<file path="src/rtl/spi_target_sync.sv">
// Purpose: SPI mode-0 target, MSB first, 8-bit words, oversampled in the clk domain.
// Latency: sclk/cs/mosi seen 2-3 clk after the pin; rx_data/rx_valid 1 clk after the 8th sampled sclk rise.
// Backpressure: tx via valid/ready holding register; rx_valid held until rx_ready (overrun drop if SPI_TARGET_RX_OVERRUN_EN).
//
// Ports:
//   clk, rst (async active-low)      - system clock and reset
//   sclk, cs, mosi                   - SPI pins from master (asynchronous)
//   miso, miso_oe                    - SPI data to master and pad enable
//   tx_data/tx_valid/tx_ready        - next transmit byte handshake
//   rx_data/rx_valid/rx_ready        - received byte handshake
//   frame_abort                      - 1-clk pulse when cs rises mid-byte
//   rx_overrun                       - only with SPI_TARGET_RX_OVERRUN_EN: 1-clk pulse on dropped byte
module spi_target_sync #(
  parameter logic [7:0] IDLE_BYTE = 8'hFF
) (
  input  logic       clk,
  input  logic       rst,
  input  logic       sclk,
  input  logic       cs,
  input  logic       mosi,
  output logic       miso,
  output logic       miso_oe,
  input  logic [7:0] tx_data,
  input  logic       tx_valid,
  output logic       tx_ready,
  output logic [7:0] rx_data,
  output logic       rx_valid,
  input  logic       rx_ready,
  output logic       frame_abort
`ifdef SPI_TARGET_RX_OVERRUN_EN
  ,
  output logic       rx_overrun
`endif
);

  typedef enum logic [1:0] {S_IDLE, S_LOAD, S_SHIFT} state_t;

  // Synchronizer chains; the 3rd stage exists only for edge detection.
  logic       r_cs_s1, r_cs_s2, r_cs_s3;
  logic       r_sclk_s1, r_sclk_s2, r_sclk_s3;
  logic       r_mosi_s1, r_mosi_s2;

  state_t     r_state;
  logic [2:0] r_bit_cnt;
  logic [7:0] r_rx_shift;
  logic [7:0] r_tx_shift;
  logic [7:0] r_hold;
  logic       r_tx_ready;     // holding register empty
  logic [7:0] r_rx_data;
  logic       r_rx_valid;
  logic       r_byte_done;    // rx_shift holds a completed byte this cycle
  logic       r_frame_abort;
  logic       r_rx_overrun;

  logic       w_cs_fall;
  logic       w_sclk_rise;
  logic       w_sclk_fall;
  logic       w_tx_wr;
  logic [7:0] w_reload_byte;

  assign w_cs_fall     = ~r_cs_s2 & r_cs_s3;
  assign w_sclk_rise   = r_sclk_s2 & ~r_sclk_s3;
  assign w_sclk_fall   = ~r_sclk_s2 & r_sclk_s3;
  assign w_tx_wr       = tx_valid & r_tx_ready;
  // Reload always sees the pre-write holding content: an empty register yields IDLE_BYTE.
  assign w_reload_byte = r_tx_ready ? IDLE_BYTE : r_hold;

  assign miso        = (r_state != S_IDLE) & r_tx_shift[7];
  assign miso_oe     = ~r_cs_s2;
  assign tx_ready    = r_tx_ready;
  assign rx_data     = r_rx_data;
  assign rx_valid    = r_rx_valid;
  assign frame_abort = r_frame_abort;
`ifdef SPI_TARGET_RX_OVERRUN_EN
  assign rx_overrun  = r_rx_overrun;
`endif

  always_ff @(posedge clk or negedge rst) begin
    if (!rst) begin
      r_cs_s1   <= 1'b1;
      r_cs_s2   <= 1'b1;
      r_cs_s3   <= 1'b1;
      r_sclk_s1 <= 1'b0;
      r_sclk_s2 <= 1'b0;
      r_sclk_s3 <= 1'b0;
      r_mosi_s1 <= 1'b0;
      r_mosi_s2 <= 1'b0;
    end else begin
      r_cs_s1   <= cs;
      r_cs_s2   <= r_cs_s1;
      r_cs_s3   <= r_cs_s2;
      r_sclk_s1 <= sclk;
      r_sclk_s2 <= r_sclk_s1;
      r_sclk_s3 <= r_sclk_s2;
      r_mosi_s1 <= mosi;
      r_mosi_s2 <= r_mosi_s1;
    end
  end

  always_ff @(posedge clk or negedge rst) begin
    if (!rst) begin
      r_state       <= S_IDLE;
      r_bit_cnt     <= 3'd0;
      r_rx_shift    <= 8'h00;
      r_tx_shift    <= 8'h00;
      r_hold        <= 8'h00;
      r_tx_ready    <= 1'b1;
      r_rx_data     <= 8'h00;
      r_rx_valid    <= 1'b0;
      r_byte_done   <= 1'b0;
      r_frame_abort <= 1'b0;
      r_rx_overrun  <= 1'b0;
    end else begin
      r_frame_abort <= 1'b0;
      r_rx_overrun  <= 1'b0;
      r_byte_done   <= 1'b0;

      // Receive output stage, one cycle behind the completing sclk edge.
      if (r_byte_done) begin
`ifdef SPI_TARGET_RX_OVERRUN_EN
        if (r_rx_valid && !rx_ready) begin
          r_rx_overrun <= 1'b1;
        end else begin
          r_rx_data  <= r_rx_shift;
          r_rx_valid <= 1'b1;
        end
`else
        r_rx_data  <= r_rx_shift;
        r_rx_valid <= 1'b1;
`endif
      end else if (r_rx_valid && rx_ready) begin
        r_rx_valid <= 1'b0;
      end

      if (w_tx_wr) begin
        r_hold <= tx_data;
      end

      case (r_state)
        S_IDLE: begin
          r_bit_cnt <= 3'd0;
          if (w_cs_fall) begin
            r_state <= S_LOAD;
          end
        end
        S_LOAD: begin
          if (r_cs_s2) begin
            r_state <= S_IDLE;
          end else begin
            r_tx_shift <= w_reload_byte;
            r_tx_ready <= 1'b1;
            r_state    <= S_SHIFT;
          end
        end
        S_SHIFT: begin
          if (r_cs_s2) begin
            // Partial byte is dropped simply by restarting the bit count.
            r_state       <= S_IDLE;
            r_frame_abort <= (r_bit_cnt != 3'd0);
            r_bit_cnt     <= 3'd0;
          end else begin
            if (w_sclk_rise) begin
              r_rx_shift <= {r_rx_shift[6:0], r_mosi_s2};
              r_bit_cnt  <= r_bit_cnt + 3'd1;
              r_byte_done <= (r_bit_cnt == 3'd7);
            end
            if (w_sclk_fall) begin
              if (r_bit_cnt == 3'd0) begin
                r_tx_shift <= w_reload_byte;
                r_tx_ready <= 1'b1;
              end else begin
                r_tx_shift <= {r_tx_shift[6:0], 1'b0};
              end
            end
          end
        end
        default: r_state <= S_IDLE;
      endcase

      // A same-cycle write keeps the new byte held, overriding any reload's ready.
      if (w_tx_wr) begin
        r_tx_ready <= 1'b0;
      end
    end
  end

endmodule

</file>
<file path="config.mk">
export PLATFORM = sky130hd
export DESIGN_NAME = spi_target_sync
export DESIGN_NICKNAME = d
export VERILOG_FILES = /design/src/rtl/spi_target_sync.sv
export SDC_FILE = /design/constraint.sdc
export NUM_CORES = 1
export LEC_CHECK = 0
export ABC_AREA = 1
export ABC_CLOCK_PERIOD_IN_PS = 1800
export CORE_UTILIZATION = 53
export DETAILED_ROUTE_END_ITERATION = 10
export PLACE_DENSITY = 0.78
export SLEW_MARGIN = 20
export SYNTH_ARGS = -nofsm -noshare
export SYNTH_HDL_FRONTEND = slang
export SYNTH_SLANG_ARGS = --single-unit
</file>
<file path="constraint.sdc">
create_clock -name clk -period 1.8 [get_ports clk]
set_input_delay 0.36 -clock clk [delete_from_list [all_inputs] [get_ports clk]]
set_output_delay 0.36 -clock clk [all_outputs]
set_load 0.02 [all_outputs]
</file>
* Word level (Yosys, flattened, before mapping) *
Index checks and enable logic that the tools add are counted.
Widths: inputs -> output; s select.

storage, ports and cells
  register bits = 49
  input bits = 15
  output and inout port bits = 13
  logic and storage cells = 80

cells by class
  $add $sub $neg = 1
  equality and inequality tests = 13
  multiplexer cells = 26
  bitwise logic cells = 8
  reductions and logical operators = 14

operators by type and width
  operator             count
  $mux 8               5
  $pmux 8 s2           1
  $ne 3x3->1 const B   5
  $mux 1               12
  $ne 2x2->1 const B   5
  $reduce_bool 2->1    4
  $mux 2               3
  $mux 3               2
  $pmux 2 s3           1
  $pmux 3 s2           1
  $reduce_bool 3->1    2
  $and 1x1->1          5
  $reduce_and 5->1     1
  $reduce_and 2->1     2
  $reduce_and 4->1     1
  $add 3x1->3 const B  1
  $eq 3x3->1 const B   1
  $logic_not 3->1      1
  $not 1->1            3
  $reduce_and 3->1     1
  $eq 2x1->1 const B   1
  $eq 2x2->1 const B   1
  $logic_not 2->1      1
  $pmux 1 s2           1
  $logic_and 1x1->1    1

* Longest topological paths before layout *
  depth after elaboration = 6
  depth in mapped cells = 8
  mapped depth without buffers = 8

* Least setup slack after synthesis *
OpenSTA, ideal clock, no wires.

  path type = reg-to-reg
  from = register r_cs_s2
  to = register r_tx_shift[1]
  setup time = 0.083 ns
  arrival time = 1.229 ns
  data required time = 1.717 ns
  setup slack = 0.489 ns
  cell stages (with the launch flop) = 8
  path buffers = 1
  period minus slack after synthesis = 1.311 ns
  cells stage by stage = dfstp_2 inv_1 nand3_1 nand2_1 nand2_4 buf_6 nand2_1 o21ai_0

on the way
  cells in the longest elaborated chain, start to end = 2
  elaborated cells on any way between the ends = 3
  classes of those cells = eq/ne (2); reduce/logical (1)

ends and longest elaborated chain
  item                                 RTL line  RTL
  from (decl)                          39        logic r_cs_s1, r_cs_s2, r_cs_s3;
  from (signal assigned)               90        r_cs_s2 <= r_cs_s1;
  $ne 2x2->1 (no source line)          n/a
  $reduce_and 4->1 (no source line) *  n/a
  to (signal assigned)                 150       r_tx_shift <= w_reload_byte;
  to (signal assigned)                 169       r_tx_shift <= w_reload_byte;
  to (signal assigned)                 172       r_tx_shift <= {r_tx_shift[6:0], 1'b0};
  to (decl)                            46        logic [7:0] r_tx_shift;

Mark *: on every way between the ends. The rest lies on a longest branch, timed or not.
A chain may end at the register's enable or synchronous reset.

* Worst setup path in the final report *
  from = register r_cs_s2
  to = output miso_oe

on the way
  cells in the longest elaborated chain, start to end = 1

ends and longest elaborated chain
  item                        RTL line  RTL
  $not 1->1 (no source line)  n/a
  to (decl)                   22        output logic miso_oe,

Every way passes these cells.

==> metrics.md <==
| Metric | Value |
|---|---|
| Mean cell area of the mapped netlist | just under 9 µm² |
| Maximum clock rate | between 0.6 and 0.7 GHz |
| Hold violation count in the final report | 0 |
| Detailed Routing Iterations Pass 1 | 4 |
| Gate Count Post-Synth | 225 |
| Main synth FF type | sky130_fd_sc_hd__dfrtp_1 |
| Worst endpoint data arrival time | 1.29 ns |
| Power density cells | 1191 nW/µm² |
| Type of element launching the critical path | flop |
| Largest family of logic cells by synthesized area | simple AND/OR/NAND/NOR gates |
| Number of cell rows | 21 |
| Final count of pins violating max slew | 0 |
| Switching power as a share of total power | 0.2865 |
| Port-buffer cells | 27 |
| Cell types occupying the most area after synthesis | sky130_fd_sc_hd__dfrtp_1, sky130_fd_sc_hd__nand2_1, sky130_fd_sc_hd__dfstp_2 |
| Estimated wirelength of the detail-placed design | ~2100 µm |
| Portion of total power attributed to the clock network | 0.273 |
| Complex-gate fraction of the synthesized area | 0.07384 |
| Basic-gate share of the synthesized area counting and, or, nand and nor cells | 0.2259 |
| Net switching power of the design | 0.8330 mW |
| Area share of the largest cell type after synthesis | 0.5632 |
| Most frequent cells after synthesis | sky130_fd_sc_hd__nand2_1, sky130_fd_sc_hd__dfrtp_1, sky130_fd_sc_hd__inv_1 |
| DP Cell Count | 297 |
| Max Fanout on Critical Path | 6 |
| Vias per cell | 4.689 |
| Number of different library cells in the post-synthesis netlist | 18 |
| Synth warnings | 0 |
| Share of synthesized area occupied by flip-flops and latches | 0.6158 |
| Count of flip-flops with a built-in enable after synthesis | 0 |
| Final worst path period share | 0.9174 |
| Worst setup slack before clock tree synthesis | 0.2488 ns |
| Average wire length per cell after detail routing | between 9 and 10 µm |
| Number of antenna violations at the first check in global routing | 0 |
| Die Height | 63.42 µm |
| Iteration-0 DRC Markers | 72 |
| Vias | 1430 |
| Clock network latency to the later pin of the worst-skew pair | 0.30 ns |
| Global-route wire length before repair | 5506 µm |
| Fraction of synthesized cell area in xor and xnor cells | 0 |
| Starting utilization of the core area | 0.5765 |
| Leakage component of the power | between 1 and 1.5 nW |
| Clock net sink count | 49 |
| Flop and latch count out of synthesis | 49 |
| Clk_skew | 0.005950 ns |
| Number of buffers inserted by hold repair at cts | 0 |
| Clk Tree Root Cell | sky130_fd_sc_hd__clkbuf_8 |
| TNS Setup | 0 ns |
| Antenna cells | 0 |
| Final setup violation count | 0 |
| GR Overflow Total | 0 |
| Part of the power in registers | 0.510 |
| Syn Std Cell Area | 1999 µm² |
| Highest ir drop seen on vdd | 0.8264 mV |
| Post-layout worst setup margin | 0.1487 ns |
| Clock transition at the registers of the reported paths | around 0.08 ns |
| Post-synthesis async set-or-reset flop share | 1.000 |
| Nets@finish | 276 |
| Buffer levels on the longest clock path | 2 |
| Number of non-filler instances in the completed layout | 305 |
| Post-detailed-route DRC marker count | 0 |
| Capturing element type of the critical path | output port |
| Core area | 3468 µm² |
| Category of the most critical setup path | reg -> out |
| Run status | completed |
| GP Congestion | ~0.83 |
| Most area-hungry cell type in the Yosys netlist | sky130_fd_sc_hd__dfrtp_1 |
| FF-to-FF path depth | 8 |
| Fraction of layout instances using a drive strength above 1 | 0.1004 |
| Clock period minus final worst setup slack | 1.651 ns |
| Required time of the worst setup path | 1.44 ns |
| Worst min-delay path category | in -> async |
| Design internal power | 2.075 mW |
| Count of boundary I/O pins | 28 |
| Multiplexer share of the synthesized area | 0 |
| Clock tree from TritonCTS | yes |
| Post-Route WL | between 3000 and 4000 µm |
| Combinational share of power | 0.217 |
| Max-capacitance violation count | 0 |
| Transition at the pin with the smallest max-transition slack | about 0.5 ns |
| Via count of the first global-routing pass | between 1000 and 1500 |
| Fraction of the mapped netlist area in adder cells | 0.01877 |
| Horizontal die dimension | about 63 µm |
| Area enclosed by the die boundary | 4022 µm² |
| Largest net degree at the start of global routing | 25 |
| Net count after synthesis | 243 |
| Count of fill cells added during filler insertion | 275 |
| Clock buffers created by TritonCTS | 5 |
| Worst slew slack as a fraction of its limit | 0.6618 |
| Most common cell in the netlist | sky130_fd_sc_hd__nand2_1 |
| H-tree levels | 2 |
| Number of nets still failing antenna checks after routing | 0 |
| Unrepaired setup endpoints after global routing | no |
| Total track usage | 0.1775 |
| Area added between synthesis and finish | 22.15% |
## power groups by stage
stage,clock [mW],combinational (mW),sequential (mW)
after floorplan,0,0.458,1.49
after global routing,0.865,0.751,1.51
after CTS,0.815,0.644,1.48
after global placement,0,0.623,1.50
final,0.795,0.631,1.48
after detailed placement,0,0.644,1.50
## worst paths after layout
| path | from | to | slack [ns] |
|---|---|---|---|
| max in group asynchronous | rst | r_cs_s2 | 1.16 |
| worst min register to register | r_sclk_s1 | r_sclk_s2 | 0.36 |
| min in group clk | r_sclk_s1 | r_sclk_s2 | 0.36 |
| worst min-delay path | rst | rx_data[1] | 0.02 |
| worst max-delay path | r_cs_s2 | miso_oe | 0.15 |
| worst max register to register | r_bit_cnt[0] | r_tx_shift[4] | 0.32 |
## critical path, stage by stage, from the launching register on
cell and delay [ns]:
sky130_fd_sc_hd__dfstp_2 0.56, sky130_fd_sc_hd__inv_1 0.10, sky130_fd_sc_hd__dlygate4sd2_1 0.34
## cells by family after synthesis
kind of cell / count (synthesis)
compound gates: 28
fa+ha+maj: 3
buf+inv: 32
flops: 49
simple gates: 113
## registers in the layout, indices dropped and copies added, names as in the netlist
name	flops
frame_abort	1
r_bit_cnt	3
r_byte_done	1
r_cs_s1	1
r_cs_s2	1
r_cs_s3	1
r_hold	8
r_mosi_s1	1
r_mosi_s2	1
r_rx_shift	8
r_sclk_s1	1
r_sclk_s2	1
r_sclk_s3	1
r_state	2
r_tx_shift	8
rx_data	8
rx_valid	1
tx_ready	1
## cells in the final DEF, fill, tap and decap left out, drive strengths merged
master	count
nor2	20
a21oi	6
o21ai	22
dfstp	4
dlymetal6s2s	1
inv	26
ha	3
clkinv	1
nand3	2
nand2	91
dfrtp	45
clkinvlp	1
dlygate4sd2	2
clkbuf	6
bufinv	1
clkdlybuf4s50	23
buf	5
## routing by layer
metal | track usage | part of all wire
met5 | 0 | 0
met4 | 0.09375 | 0.019
met3 | 0.03261 | 0.039
met2 | 0.2620 | 0.44
met1 | 0.2494 | 0.50
## layout make-up
type                    instances  area [µm²]  share of cell area
flip-flops and latches         49        1231              0.5041
multi-input cells             144       636.9              0.2608
repair buffers                 31       295.3              0.1209
inverters                      27       101.3             0.04150
clock buffers                   6       82.58             0.03381
well taps                      46       57.56             0.02357
clock inverters                 2       37.54             0.01537
## per-stage QoR
| step | area (µm²) | util | total power, mW | hold WS [ns] |
|---|---|---|---|---|
| after floorplan | 1999 | - | 1.946 | 0.06441 |
| after global placement | 2322 | 0.6696 | 2.122 | 0.3337 |
| after detailed placement | 2322 | 0.6696 | 2.146 | 0.3426 |
| after CTS | 2440 | 0.7035 | 2.943 | 0.02960 |
| after global routing | 2442 | 0.7042 | 3.131 | 0.05392 |
| final | 2442 | 0.7042 | 2.908 | 0.02369 |
## timing repair
item	4_1_cts	5_1_grt
resized for setup	2	1
pin swaps	0	0
buffers inserted	0	0
gates cloned	0	0
endpoints found under the setup margin	2	1
Power figures use the tool's default switching activity.
